`config.mk`:
```
export PLATFORM = sky130hd
export DESIGN_NAME = adc_spi_sampler
export DESIGN_NICKNAME = d
export VERILOG_FILES = /design/src/rtl/adc_spi_sampler.sv
export SDC_FILE = /design/constraint.sdc
export NUM_CORES = 1
export LEC_CHECK = 0
export ABC_AREA = 1
export CAP_MARGIN = 20
export CORE_MARGIN = 10
export CORE_UTILIZATION = 45
export CTS_CLUSTER_DIAMETER = 60
export DETAILED_ROUTE_END_ITERATION = 8
export GPL_ROUTABILITY_DRIVEN = 0
export PLACE_DENSITY = 0.65
export SYNTH_ARGS = -nofsm -noshare
export SYNTH_HDL_FRONTEND = slang
export SYNTH_SLANG_ARGS = --single-unit
```
`constraint.sdc`:
```
create_clock -name clk -period 2.2 [get_ports clk]
set_clock_uncertainty 0.2 [all_clocks]
set_input_delay 0.44 -clock clk [delete_from_list [all_inputs] [get_ports clk]]
set_output_delay 0.44 -clock clk [all_outputs]
set_load 0.01 [all_outputs]
```
`src/rtl/adc_spi_sampler.sv`:
```
// SPI master for an MCP3002-compatible 10-bit ADC: divides clk into a mode-0 sclk,
// sends the start/config command each frame and returns D9..D0 with a one-cycle strobe.
module adc_spi_sampler #(
  parameter int CLK_DIV = 20,
  parameter int CS_HIGH = 40
) (
  input  logic       clk,
  input  logic       reset_n,
  input  logic       start,
  input  logic       channel,
  input  logic       miso,
  output logic       mosi,
  output logic       cs,
  output logic       sclk,
  output logic       busy,
  output logic [9:0] sample,
  output logic       sample_valid
);

  typedef enum logic [1:0] {S_IDLE, S_SETUP, S_XFER, S_GAP} state_t;

  // One counter serves both the sclk half-period and the cs-high gap.
  localparam int CNT_MAX = (CLK_DIV > CS_HIGH) ? CLK_DIV : CS_HIGH;
  localparam int CNT_W   = (CNT_MAX > 1) ? $clog2(CNT_MAX) : 1;
  localparam logic [CNT_W-1:0] DIV_TC = CNT_W'(CLK_DIV - 1);
  localparam logic [CNT_W-1:0] GAP_TC = CNT_W'(CS_HIGH - 1);

  state_t           r_state, w_state;
  logic [CNT_W-1:0] r_cnt, w_cnt;
  logic [4:0]       r_rise, w_rise;
  logic             r_chan, w_chan;
  logic [9:0]       r_shift, w_shift;
  logic             r_mosi, w_mosi;
  logic             r_cs, w_cs;
  logic             r_sclk, w_sclk;
  logic             r_busy, w_busy;
  logic [9:0]       r_sample, w_sample;
  logic             r_valid, w_valid;

  logic             w_div_tc;
  logic [4:0]       w_rise_n;
  logic             w_capture;

  assign w_div_tc  = (r_cnt == DIV_TC);
  assign w_rise_n  = r_rise + 5'd1;
  // Rise 5 carries the ADC null bit; rises 6..15 carry D9..D0.
  assign w_capture = (w_rise_n >= 5'd6) && (w_rise_n <= 5'd15);

  // Command bit presented for rise n: start, single-ended, odd/sign, MSB-first.
  function automatic logic cmd_bit(input logic [4:0] n, input logic ch);
    case (n)
      5'd1, 5'd2, 5'd4: cmd_bit = 1'b1;
      5'd3:             cmd_bit = ch;
      default:          cmd_bit = 1'b0;
    endcase
  endfunction

  always_comb begin
    // NOTE: every variable gets a default before the case so no path leaves one unassigned (no latches).
    w_state  = r_state;
    w_cnt    = r_cnt;
    w_rise   = r_rise;
    w_chan   = r_chan;
    w_shift  = r_shift;
    w_mosi   = r_mosi;
    w_cs     = r_cs;
    w_sclk   = r_sclk;
    w_busy   = r_busy;
    w_sample = r_sample;
    w_valid  = 1'b0;

    unique case (r_state)
      S_IDLE: begin
        if (start) begin
          w_state = S_SETUP;
          w_cnt   = '0;
          w_rise  = '0;
          w_chan  = channel;
          w_shift = '0;
          w_cs    = 1'b0;
          w_busy  = 1'b1;
          w_mosi  = 1'b1;
        end
      end

      S_SETUP: begin
        if (w_div_tc) begin
          w_state = S_XFER;
          w_cnt   = '0;
          w_sclk  = 1'b1;
          w_rise  = w_rise_n;
        end else begin
          w_cnt = r_cnt + CNT_W'(1);
        end
      end

      S_XFER: begin
        if (w_div_tc) begin
          w_cnt = '0;
          if (!r_sclk) begin
            w_sclk = 1'b1;
            w_rise = w_rise_n;
            if (w_capture) w_shift = {r_shift[8:0], miso};
          end else begin
            w_sclk = 1'b0;
            w_mosi = cmd_bit(w_rise_n, r_chan);
            if (r_rise == 5'd16) begin
              w_state  = S_GAP;
              w_cs     = 1'b1;
              w_sample = r_shift;
              w_valid  = 1'b1;
            end
          end
        end else begin
          w_cnt = r_cnt + CNT_W'(1);
        end
      end

      S_GAP: begin
        if (r_cnt == GAP_TC) begin
          w_state = S_IDLE;
          w_cnt   = '0;
          w_busy  = 1'b0;
        end else begin
          w_cnt = r_cnt + CNT_W'(1);
        end
      end
    endcase
  end

  always_ff @(posedge clk or negedge reset_n) begin
    if (!reset_n) begin
      r_state  <= S_IDLE;
      r_cnt    <= '0;
      r_rise   <= '0;
      r_chan   <= 1'b0;
      r_shift  <= '0;
      r_mosi   <= 1'b0;
      r_cs     <= 1'b1;
      r_sclk   <= 1'b0;
      r_busy   <= 1'b0;
      r_sample <= '0;
      r_valid  <= 1'b0;
    end else begin
      // NOTE: non-blocking assignments so every register samples pre-edge values.
      r_state  <= w_state;
      r_cnt    <= w_cnt;
      r_rise   <= w_rise;
      r_chan   <= w_chan;
      r_shift  <= w_shift;
      r_mosi   <= w_mosi;
      r_cs     <= w_cs;
      r_sclk   <= w_sclk;
      r_busy   <= w_busy;
      r_sample <= w_sample;
      r_valid  <= w_valid;
    end
  end

  assign mosi         = r_mosi;
  assign cs           = r_cs;
  assign sclk         = r_sclk;
  assign busy         = r_busy;
  assign sample       = r_sample;
  assign sample_valid = r_valid;

endmodule

```
Word-level counts from Yosys, hierarchy flattened
Cells that the tools add are included.

word-level totals
  ROM bits = 0
  bits in latches = 0
  word-level logic and storage cells = 91
  memories = 0
  flip-flop bits (word level) = 39
  bits of input ports = 5
  bits in writable memories = 0
  output and inout port bits = 15

cells by class
  reductions and logical operators = 17
  divide/modulo/power cells = 0
  $lt $le $gt $ge = 2
  mux-type cells = 41
  eq/ne operators = 18
  shift operators = 0
  bitwise logic cells = 0
  add/subtract/negate cells = 2
  $mul = 0

operators by type and width
  operator             count
  $mux 10              4
  $mux 5               4
  $pmux 10 s2          1
  $mux 6               3
  $pmux 6 s3           1
  $ne 2x2->1 const B   8
  $mux 1               15
  $pmux 5 s3           1
  $reduce_and 5->1     3
  $mux 2               6
  $eq 5x2->1 const B   2
  $pmux 1 s2           5
  $pmux 2 s4           1
  $reduce_and 4->1     2
  $add 6x1->6 const B  1
  $eq 6x5->1 const B   1
  $eq 6x6->1 const B   1
  $reduce_and 3->1     2
  $reduce_and 6->1     1
  $reduce_bool 2->1    3
  $add 5x1->5 const B  1
  $eq 5x1->1 const B   1
  $eq 5x3->1 const B   1
  $eq 5x5->1 const B   1
  other kinds (10)     11

Longest topological paths before layout
Gate-level depths: netlist of run 1.

  depth after elaboration = 7
  mapped depth = 11
  mapped depth without buffers = 11

Least setup slack after synthesis of run 1
Ideal clock, no wire load.

  kind = register to register
  start point = reg r_rise[0]
  end point = reg r_shift[0]
  cell stages (with the launch flop) = 12
  required time = 1883 ps
  data arrival time = 1462 ps
  setup slack = 421 ps
  buffers on the path = 1
  setup time = 117 ps
  clock period less this slack = 1779 ps
  cell sequence = dfrtp_1 > inv_1 > ha_1 > inv_1 > nand2_1 > nand3_1 > nand2_1 > nand3_1 > nand2_1 > buf_4 > nand3_1 > nand2_1

on the way
  cells in the longest elaborated chain, start to end = 5
  elaborated cells between the ends (all ways) = 6
  classes of those cells = add/sub: 1; order compare: 2; eq/ne: 1; reduce/logical: 2

ends and longest elaborated chain
  element                                          RTL line  source
  start, declared                                  30        logic [4:0] r_rise, w_rise;
  start signal, assigned                           148       r_rise <= w_rise;
  $add 5x1->5 *                                    45        assign w_rise_n = r_rise + 5'd1;
  $ge 5x3->1 / $le 5x4->1 (equally long branches)  47        assign w_capture = (w_rise_n >= 5'd6) && (w_rise_n <= 5'd15);
  $logic_and 1x1->1 *                              47
  $ne 2x2->1 (no line) *                           n/a
  $reduce_and 5->1 (no line) *                     n/a
  end signal, assigned                             150       r_shift <= w_shift;
  end, declared                                    32        logic [9:0] r_shift, w_shift;

Every way passes the cells marked *; elsewhere a longest branch is shown, timed or not.
A chain may end at the register's enable or synchronous reset.

Final worst setup path of run 1
  start point = reg r_cs, in the netlist cs
  end point = out cs

RTL lines
  element                 RTL line  source
  start, declared         34        logic r_cs, w_cs;
  start signal, assigned  152       r_cs <= w_cs;
  end, declared           13        output logic cs,

No word-level cell between the ends.

==> metrics.yaml, run 1 <==
outcome:
  status: "finished, final reports clean"
final_layout:
  final_layout_size_suffix_gt1_frac: 0.1130
  final_util: 0.5619
  area_growth_syn_to_layout_pct: 18.60
  multiInputGateArea_um2: 948.4
  nets: 316
  fin_area_mm2: 0.002497
  antenna_cells: 0
  fillCellCount: 444
  register_area_um2: 979.7
yosys:
  yosysUniqueCellTypes: 24
  syn_avg_cell_area_um2: 7.713
  async_flop_share: 1.000
  ys_top_cells_by_count: "102 x nand2_1, 38 x dfrtp_1, 28 x inv_1, 22 x o21ai_0, 20 x nand3_1"
  ys_ff_latch: 39
  yosysTopAreaCellShare: 0.4516
  syn-num-nets: 289
  synth_area_leaders: "dfrtp_1 45%, nand2_1 18%, ha_1 6.5%"
  ys_warn_count: 0
  synth_top_cell_by_area: "dfrtp_1"
  synth_most_common_cell: "nand2_1"
  ys_seq_area_frac: 0.4641
  synth_cells: 273
  synth_edf_count: 0
  synthFlopType: "dfrtp_1"
  syn-cell-area_mm2: 0.002106
cts:
  h-tree-depth: 2
  cts_tree: "built"
  cts_buffers: 5
  clock-root-buffer: "clkbuf_8"
  path_clk_slew_ns: 0.08
  clk_path_buf_depth: 2
  worstSkewPairLatency_ns: 0.28
  cts_num_sinks: 39
worst_setup_path:
  reg2reg_depth: 10
  cp_slowest_cell: "dfstp_2"
  worstReg2RegEnd: "r_state[1]"
  crit_family: "flip-flops"
  required_ns: 1.56
  crit_buf_inv: 1
  crit_type: "reg -> out"
  cp-end-kind: "output port"
  path_cells: "clkdlybuf4s50_1"
  rrSetupSlack_ns: 0.25
  startpoint_type: "register"
  path_max_fanout: 2
  rr_startpoint: "r_state[0]"
  critPathMaxStageDelay_ns: 0.54
  cp.arrival_ns: 1.36
power:
  power_frac_clock: 0.233
  powerDensity_mw_per_mm2: 1021
  p_sw_w: 0.001036
  power_w: 0.002551
  p_leak_nw: 1.302
  p_int_w: 0.001515
  swShare: 0.4060
  ir_drop_mv: 0.5533
  p_seq_frac: 0.360
  combPwrFrac: 0.408
floorplanning:
  start_util: 0.4738
  rows: 24
  coreArea_mm2: 0.004444
  die-width_um: 88.41
  fp.dieArea_mm2: 0.007815
  io_pins: 20
  fp.dieH_um: 88.41
route:
  via_count: 1740
  postRouteAntennaNets: 0
  drt_wl_total_um: 4174
  wire_per_inst_um: 11.82
  dr.pass1.iters: 4
  drt-vias-per-instance: 4.929
  drc_errors: 0
  drt_iter0_markers: 144
run:
  cap_violations: 0
sta:
  drv_slew: 0
  finalCritPeriodShare: 0.9080
  maxSlewHeadroom: 0.6766
  max_freq_mhz: 500.6
  rsz0062_at_grt: "false"
  worst_pin_slew_ns: 0.4851
  fin_crit_ns: 1.998
  finalSetupViolCount: 0
  setup_tns_ns: 0
  timing_hold_violations_final: 0
placement:
  io_buffers: 19
  place_area_mm2: 0.002372
  hpwl_um: 3140
hold_path:
  hp-class: "reg -> reg"
  min-delay-start: "sample[0]"
  worstHoldEndpoint: "sample[0]"
  hold_depth: 2
grt:
  grt_usage: 0.1167
  grt_pass1_vias: 1684
  grt_pass1_wl_um: 7493
  antenna_found_initial: 0
  overflow: 0
  grt_start_max_net_pins: 21
-- sequential cells by signal, indices dropped and copies added, names as in the netlist, 2 cells and up --
| register | flops |
|---|---|
| r_shift | 10 |
| r_rise | 5 |
| r_state | 2 |
| sample | 10 |
| r_cnt | 6 |
-- routing by layer --
metal / GRT usage / vias up / share of wire
met1: 0.1472 / 800 / 0.50
met5: 0 / - / 0
met3: 0.02022 / 5 / 0.023
li1: - / 916 / -
met4: 0.03524 / 0 / 0.011
met2: 0.1989 / 19 / 0.47
-- how the worst max path moves through the flow --
stage | start | slack (ns) | to | cells past startpoint
floorplan | r_rise[0] | 0.42 | r_shift[0] | 11
global placement | start | 0.21 | r_state[1] | 8
detailed placement | start | 0.21 | r_state[0] | 8
CTS | r_rise[0] | 0.17 | r_shift[1] | 10
global route | r_state[0] | 0.01 | r_state[0] | 10
finish | cs | 0.20 | cs | 1
-- worst register-to-register path, delay by kind of cell (launching register included) --
kind                     cells  cell delay [ns]
AO/OA/AOI/OAI                3             0.33
AND/OR/NAND/NOR              3             0.27
flip-flops                   1             0.42
buffers and inverters        3             0.33
adder cells (fa/ha/maj)      1             0.28
-- what timing repair did --
item	4_1_cts	5_1_grt
resized for setup	0	3
hold endpoints to repair	19	0
setup endpoints to repair	0	12
buffers inserted	0	0
hold buffers	1	0
-- power by group through the flow --
| stage | Clock (W) | Combinational [W] | Sequential [W] |
|---|---|---|---|
| 2_1_floorplan | 0 | 0.000768 | 0.000898 |
| 3_3_place_gp | 0 | 0.00102 | 0.000924 |
| 3_5_place_dp | 0 | 0.00103 | 0.000926 |
| 4_1_cts | 0.000606 | 0.00104 | 0.000911 |
| 5_1_grt | 0.000627 | 0.00121 | 0.000934 |
| 6_report | 0.000594 | 0.00104 | 0.000917 |
-- cell usage in the layout, fill, tap and decap left out, types with 5 or more instances in the layout --
cell,instances
inv_2,8
clkdlybuf4s50_1,18
o21ai_0,22
nor2_1,13
buf_4,6
clkbuf_8,5
nand2_1,102
a21oi_1,5
ha_1,11
nand4_1,5
nand3_1,20
inv_1,27
dfrtp_1,36
-- kinds of logic (layout without fill, tap and decap cells) --
| kind of cell | after synthesis | count (layout) | share of synthesized area |
|---|---|---|---|
| buffers and inverters | 42 | 70 | 0.08556 |
| adder cells (fa/ha/maj) | 11 | 11 | 0.06536 |
| flip-flops | 39 | 39 | 0.4641 |
| AND/OR/NAND/NOR | 147 | 147 | 0.2941 |
| AO/OA/AOI/OAI | 32 | 32 | 0.08259 |
| XOR/XNOR | 2 | 2 | 0.008320 |
-- stage by stage --
step | hold slack [ns] | std cells | worst slack [ns]
after floorplan | -0.05559 | 273 | 0.4214
after global placement | 0.2300 | 344 | 0.2109
after detailed placement | 0.2323 | 344 | 0.2053
after CTS | 0.2867 | 353 | 0.1702
after global routing | 0.3023 | 353 | 0.01434
final | 0.2804 | 353 | 0.2023
-- layout make-up --
type                       count  area share
clock buffer                   5     0.02756
sequential                    39      0.3923
multi-input combinational    192      0.3798
timing repair buffer          27      0.1042
tap                           52     0.02605
inverter                      35     0.05261
clock inverter                 3     0.01754
No activity file was read; power rests on OpenSTA's default activity.
==> inputs of run 2 (changes only) <==
--- a/config.mk
+++ b/config.mk
@@ -13,6 +13,7 @@
 export DETAILED_ROUTE_END_ITERATION = 8
 export GPL_ROUTABILITY_DRIVEN = 0
 export PLACE_DENSITY = 0.65
+export REMOVE_ABC_BUFFERS = 1
 export SYNTH_ARGS = -nofsm -noshare
 export SYNTH_HDL_FRONTEND = slang
 export SYNTH_SLANG_ARGS = --single-unit
==> metrics.yaml, run 2 (same netlist as run 1, synthesis figures left out) <==
power:
  powerDensity_mw_per_mm2: 1019  # was 1021 mW/mm2
  ir_drop_mv: 0.4948  # was 0.5533 mV
  p_leak_nw: 1.303  # was 1.302 nW
grt:
  grt_pass1_vias: 1621  # was 1,684
  grt_start_max_net_pins: 40  # was 21
  antenna_found_initial: 0  # unchanged
  grt_usage: 0.1135  # was 0.1167
  overflow: 0  # unchanged
  grt_pass1_wl_um: 7217  # was 7493 um
worst_setup_path:
  crit_buf_inv: 1  # unchanged
  required_ns: 1.56  # about the same
  cp-end-kind: "output port"  # unchanged
  startpoint_type: "register"  # unchanged
  crit_type: "reg -> out"  # unchanged
  critPathMaxStageDelay_ns: 0.54  # about the same
  path_cells: "clkdlybuf4s50_1"  # unchanged
  cp_slowest_cell: "dfstp_2"  # unchanged
  crit_family: "flip-flops"  # unchanged
  cp.arrival_ns: 1.36  # about the same
  rrSetupSlack_ns: 0.20  # was 0.25 ns
  path_max_fanout: 2  # unchanged
sta:
  timing_hold_violations_final: 0  # unchanged
  rsz0062_at_grt: "false"  # unchanged
  maxSlewHeadroom: 0.7801  # was 0.6766
  fin_crit_ns: 1.999  # was 1.998 ns
  worst_pin_slew_ns: 0.3264  # was 0.4851 ns
  max_freq_mhz: 500.3  # was 500.6 MHz
  finalSetupViolCount: 0  # unchanged
  setup_tns_ns: 0  # unchanged
  drv_slew: 0  # unchanged
  finalCritPeriodShare: 0.9086  # was 0.9080
final_layout:
  final_common_cell: "nand2_1"  # unchanged
  antenna_cells: 0  # unchanged
  final_layout_size_suffix_gt1_frac: 0.1096  # was 0.1130
  nets: 316  # unchanged
  area_growth_syn_to_layout_pct: 18.60  # unchanged
  final_util: 0.5619  # unchanged
  final_cell_mix: "102 x nand2_1, 36 x dfrtp_1, 28 x inv_1, 22 x o21ai_0, 20 x nand3_1"  # was 102 x nand2_1, 36 x dfrtp_1, 27 x inv_1, 22 x o21ai_0, 20 x nand3_1
route:
  wire_per_inst_um: 11.55  # was 11.82 um
  postRouteAntennaNets: 0  # unchanged
  drc_errors: 0  # unchanged
  drt-vias-per-instance: 4.790  # was 4.929
  drt_iter0_markers: 91  # was 144
  dr.pass1.iters: 5  # was 4
  via_count: 1691  # was 1,740
  drt_wl_total_um: 4077  # was 4174 um
floorplanning:
  fp.dieArea_mm2: 0.007815  # unchanged
  coreArea_mm2: 0.004444  # unchanged
  start_util: 0.4738  # unchanged
  die-width_um: 88.41  # unchanged
  fp.dieH_um: 88.41  # unchanged
  io_pins: 20  # unchanged
  rows: 24  # unchanged
hold_path:
  hp-class: "reg -> reg"  # unchanged
cts:
  cts_buffers: 5  # unchanged
  cts_num_sinks: 39  # unchanged
  postCtsSetupRepairBufs: 0  # unchanged
  clk_path_buf_depth: 2  # unchanged
  h-tree-depth: 2  # unchanged
  worstSkewPairLatency_ns: 0.29  # was 0.28 ns
  clock-root-buffer: "clkbuf_8"  # unchanged
  cts_tree: "built"  # unchanged
  path_clk_slew_ns: 0.08  # about the same
placement:
  io_buffers: 19  # unchanged
  hpwl_um: 2994  # was 3140 um
outcome:
  status: "finished, final reports clean"  # unchanged
run:
  cap_violations: 0  # unchanged
==> run 2: changes by cell type in the layout (fill, tap and decap cells not counted) <==
cell / delta
inv_2: -1
inv_1: +1
==> run 2: final cells by class <==
type	instances	area, um2
multi-input cells	192	948.4
inverters	35	131.4
fillers	415	1947
well taps	52	65.06
clock buffers	5	68.82
repair buffers	27	260.3
flip-flops and latches	39	979.7
clock inverters	3	43.79
==> run 2: timing repair <==
action                     CTS  global route
hold buffers                 1             0
gates resized for setup      0             2
setup endpoints to repair    0            10
hold endpoints to repair    38             0
==> run 2: routing by layer <==
layer,part of all wire,track usage
met5,0,0
met1,0.50,0.1414
met2,0.46,0.1889
met4,0.010,0.03965
met3,0.037,0.02574
==> run 2: worst paths after layout <==
path	startpoint	to	cells after the start
worst max-delay path	cs	cs	1
worst min register to register	r_shift[9]	r_shift[9]	2
worst min-delay path	r_shift[9]	r_shift[9]	2
worst max register to register	r_rise[0]	r_shift[1]	11
min in group asynchronous	reset_n	r_rise[3]	3
max in group asynchronous	reset_n	cs	3
==> run 2: where the power goes <==
part           internal, W  switching [W]  total [W]
Combinational     0.000364       0.000672    0.00104
Sequential        0.000814      0.0000971   0.000911
Clock             0.000338       0.000260   0.000598
==> run 2: per-stage QoR <==
stage               hold slack, ns  instance area (um2)  worst slack (ns)  cells  total power [W]
CTS                         0.2847                 2495            0.1166    353         0.002566
global placement            0.2245                 2372            0.2077    344         0.001951
finish                      0.2767                 2497            0.2012    353         0.002545
global route                0.3082                 2497          0.003418    353         0.002766
floorplan                 -0.05559                 2057           0.01436    266         0.001615
detailed placement          0.2228                 2372            0.1305    344         0.001962
==> inputs of run 3 (changes only) <==
==> constraint.sdc (replaced) <==
create_clock -name clk -period 2.5 [get_ports clk]
set_clock_uncertainty 0.2 [all_clocks]
set_input_delay 0.5 -clock clk [delete_from_list [all_inputs] [get_ports clk]]
set_output_delay 0.5 -clock clk [all_outputs]
set_load 0.01 [all_outputs]
==> metrics.yaml, run 3 (same netlist as run 1, synthesis figures left out) <==
final_layout:
  fillCellCount: 446  # was 415
  area_growth_syn_to_layout_pct: 16.82  # was 18.60%
  final_layout_size_suffix_gt1_frac: 0.09396  # was 0.1096
  multiInputGateArea_um2: 948.4  # unchanged
  final_util: 0.5535  # was 0.5619
  register_area_um2: 977.2  # was 979.7 um2
  final_cell_mix: "102 x nand2_1, 38 x dfrtp_1, 28 x inv_1, 22 x o21ai_0, 20 x nand3_1"  # was 102 x nand2_1, 36 x dfrtp_1, 28 x inv_1, 22 x o21ai_0, 20 x nand3_1
  instances_no_fill: 350  # was 353
  antenna_cells: 0  # unchanged
  final_common_cell: "nand2_1"  # unchanged
  nets: 313  # was 316
hold_path:
  hold_depth: 2  # unchanged
  hp-class: "reg -> reg"  # unchanged
route:
  drt_wl_total_um: 4154  # was 4077 um
  drc_errors: 0  # unchanged
  via_count: 1741  # was 1,691
  wire_per_inst_um: 11.87  # was 11.55 um
  drt-vias-per-instance: 4.974  # was 4.790
  postRouteAntennaNets: 0  # unchanged
  drt_iter0_markers: 72  # was 91
  dr.pass1.iters: 4  # was 5
worst_setup_path:
  cp.arrival_ns: 2.20  # was 1.36 ns
  crit_type: "reg -> reg"  # was reg -> out
  crit_cells: 11  # was 1
  path_max_fanout: 11  # was 2
  crit_buf_inv: 2  # was 1
  startpoint_type: "register"  # unchanged
  cp-end-kind: "register"  # was output port
  crit_family: "simple AND/OR/NAND/NOR gates"  # was flip-flops
  cp_slowest_cell: "dfrtp_1"  # was dfstp_2
  path_cells: "inv_1 > ha_1 > inv_1 > nand2_1 > nand3_1 > nand2_1 > nand3_1 > nand2_1 > nand2_2 > nand2_1 > nand2_1"  # was clkdlybuf4s50_1
  critPathMaxStageDelay_ns: 0.47  # was 0.54 ns
  cp_common_cell: "nand2_1"
  required_ns: 2.48  # was 1.56 ns
  reg2reg_depth: 11  # unchanged
floorplanning:
  io_pins: 20  # unchanged
  coreArea_mm2: 0.004444  # unchanged
  fp.dieH_um: 88.41  # unchanged
  fp.dieArea_mm2: 0.007815  # unchanged
  die-width_um: 88.41  # unchanged
  rows: 24  # unchanged
  start_util: 0.4738  # unchanged
cts:
  worstSkewPairLatency_ns: 0.29  # about the same
  ctsResizeCount: 0  # unchanged
  cts_num_sinks: 39  # unchanged
  h-tree-depth: 2  # unchanged
  clock-root-buffer: "clkbuf_8"  # unchanged
  postCtsSetupRepairBufs: 0  # unchanged
  cts_tree: "built"  # unchanged
  cts_buffers: 5  # unchanged
  clk_path_buf_depth: 2  # unchanged
  path_clk_slew_ns: 0.08  # about the same
run:
  cap_violations: 0  # unchanged
grt:
  grt_pass1_wl_um: 7500  # was 7217 um
  antenna_found_initial: 0  # unchanged
  grt_start_max_net_pins: 22  # was 40
  overflow: 0  # unchanged
  grt_pass1_vias: 1683  # was 1,621
  grt_usage: 0.1194  # was 0.1135
sta:
  max_freq_mhz: 450.5
  rsz0062_at_grt: "false"  # unchanged
  setup_ws_ns: 0.2801  # was 0.2012 ns
  fin_crit_ns: 2.220
  drv_slew: 0  # unchanged
  maxSlewHeadroom: 0.6762  # was 0.7801
  timing_hold_violations_final: 0  # unchanged
  finalCritPeriodShare: 0.8880
  worst_pin_slew_ns: 0.4857  # was 0.3264 ns
  finalSetupViolCount: 0  # unchanged
  setup_tns_ns: 0  # unchanged
power:
  p_int_w: 0.001302  # was 0.001516 W
  power_frac_clock: 0.239  # was 0.235
  power_w: 0.002203  # was 0.002545 W
  ir_drop_mv: 0.5161  # was 0.4948 mV
  combPwrFrac: 0.397  # was 0.407
  p_seq_frac: 0.364  # was 0.358
  swShare: 0.4092  # was 0.4045
  powerDensity_mw_per_mm2: 895.6  # was 1019 mW/mm2
  p_leak_nw: 1.288  # was 1.303 nW
  p_sw_w: 0.0009015  # was 0.001029 W
placement:
  hpwl_um: 3104  # was 2994 um
  dp_cells: 341  # was 344
  io_buffers: 19  # unchanged
  post-place-ws_ns: 0.2711  # was 0.1305 ns
outcome:
  status: "finished, final reports clean"  # unchanged
[run 3: cell types whose count changed in the layout (fill, tap and decap cells not counted), sizes merged]
cell  previous run  this run
buf              8         5
[run 3: what timing repair did]
item / 4_1_cts / 5_1_grt
endpoints found under the setup margin: 0 / 0
hold endpoints to repair: 18 / 0
hold buffers: 1 / 0
[run 3: metrics by stage]
stage	area (um2)	hold slack [ns]
6_report	2460	0.2787
5_1_grt	2460	0.3137
4_1_cts	2460	0.2840
3_3_place_gp	2337	0.2611
2_1_floorplan	2057	0.004409
3_5_place_dp	2337	0.2636
[run 3: worst register-to-register path, cell delays in order, from the launching register on]
cell	delay (ns)
dfrtp_1	0.47
inv_1	0.13
ha_1	0.33
inv_1	0.05
nand2_1	0.05
nand3_1	0.07
nand2_1	0.06
nand3_1	0.07
nand2_1	0.29
nand2_2	0.23
nand2_1	0.10
nand2_1	0.05
[run 3: per-layer routing]
metal  vias up  routed length (um)  global-route usage
li1        909                   -                   -
met1       792                1939              0.1427
met2        36                1990              0.1983
met3         4                 182             0.03585
met4         0                  42             0.04405
met5         -                   0                   0
[run 3: final timing paths]
check                           from          to  slack [ns]
max in group asynchronous    reset_n   r_rise[4]        1.07
max reg2reg                r_rise[0]  r_shift[7]        0.28
max                        r_rise[0]  r_shift[7]        0.28
min reg2reg                sample[2]   sample[2]        0.28
min in group asynchronous    reset_n   r_rise[1]        0.49
min                        sample[2]   sample[2]        0.28
[run 3: layout make-up]
class	instances	area share
Inverter	35	0.05341
Clock inverter	3	0.01780
Multi-Input combinational cell	192	0.3856
Timing Repair Buffer	24	0.09156
Tap cell	52	0.02645
Sequential cell	39	0.3973
Clock buffer	5	0.02798
[run 3: power by group through the flow]
| stage | clock, W | sequential, W | combinational (W) |
|---|---|---|---|
| global placement | 0 | 0.000813 | 0.000870 |
| CTS | 0.000542 | 0.000800 | 0.000885 |
| floorplan | 0 | 0.000800 | 0.000621 |
| global route | 0.000571 | 0.000818 | 0.00101 |
| detailed placement | 0 | 0.000813 | 0.000881 |
| finish | 0.000526 | 0.000802 | 0.000875 |
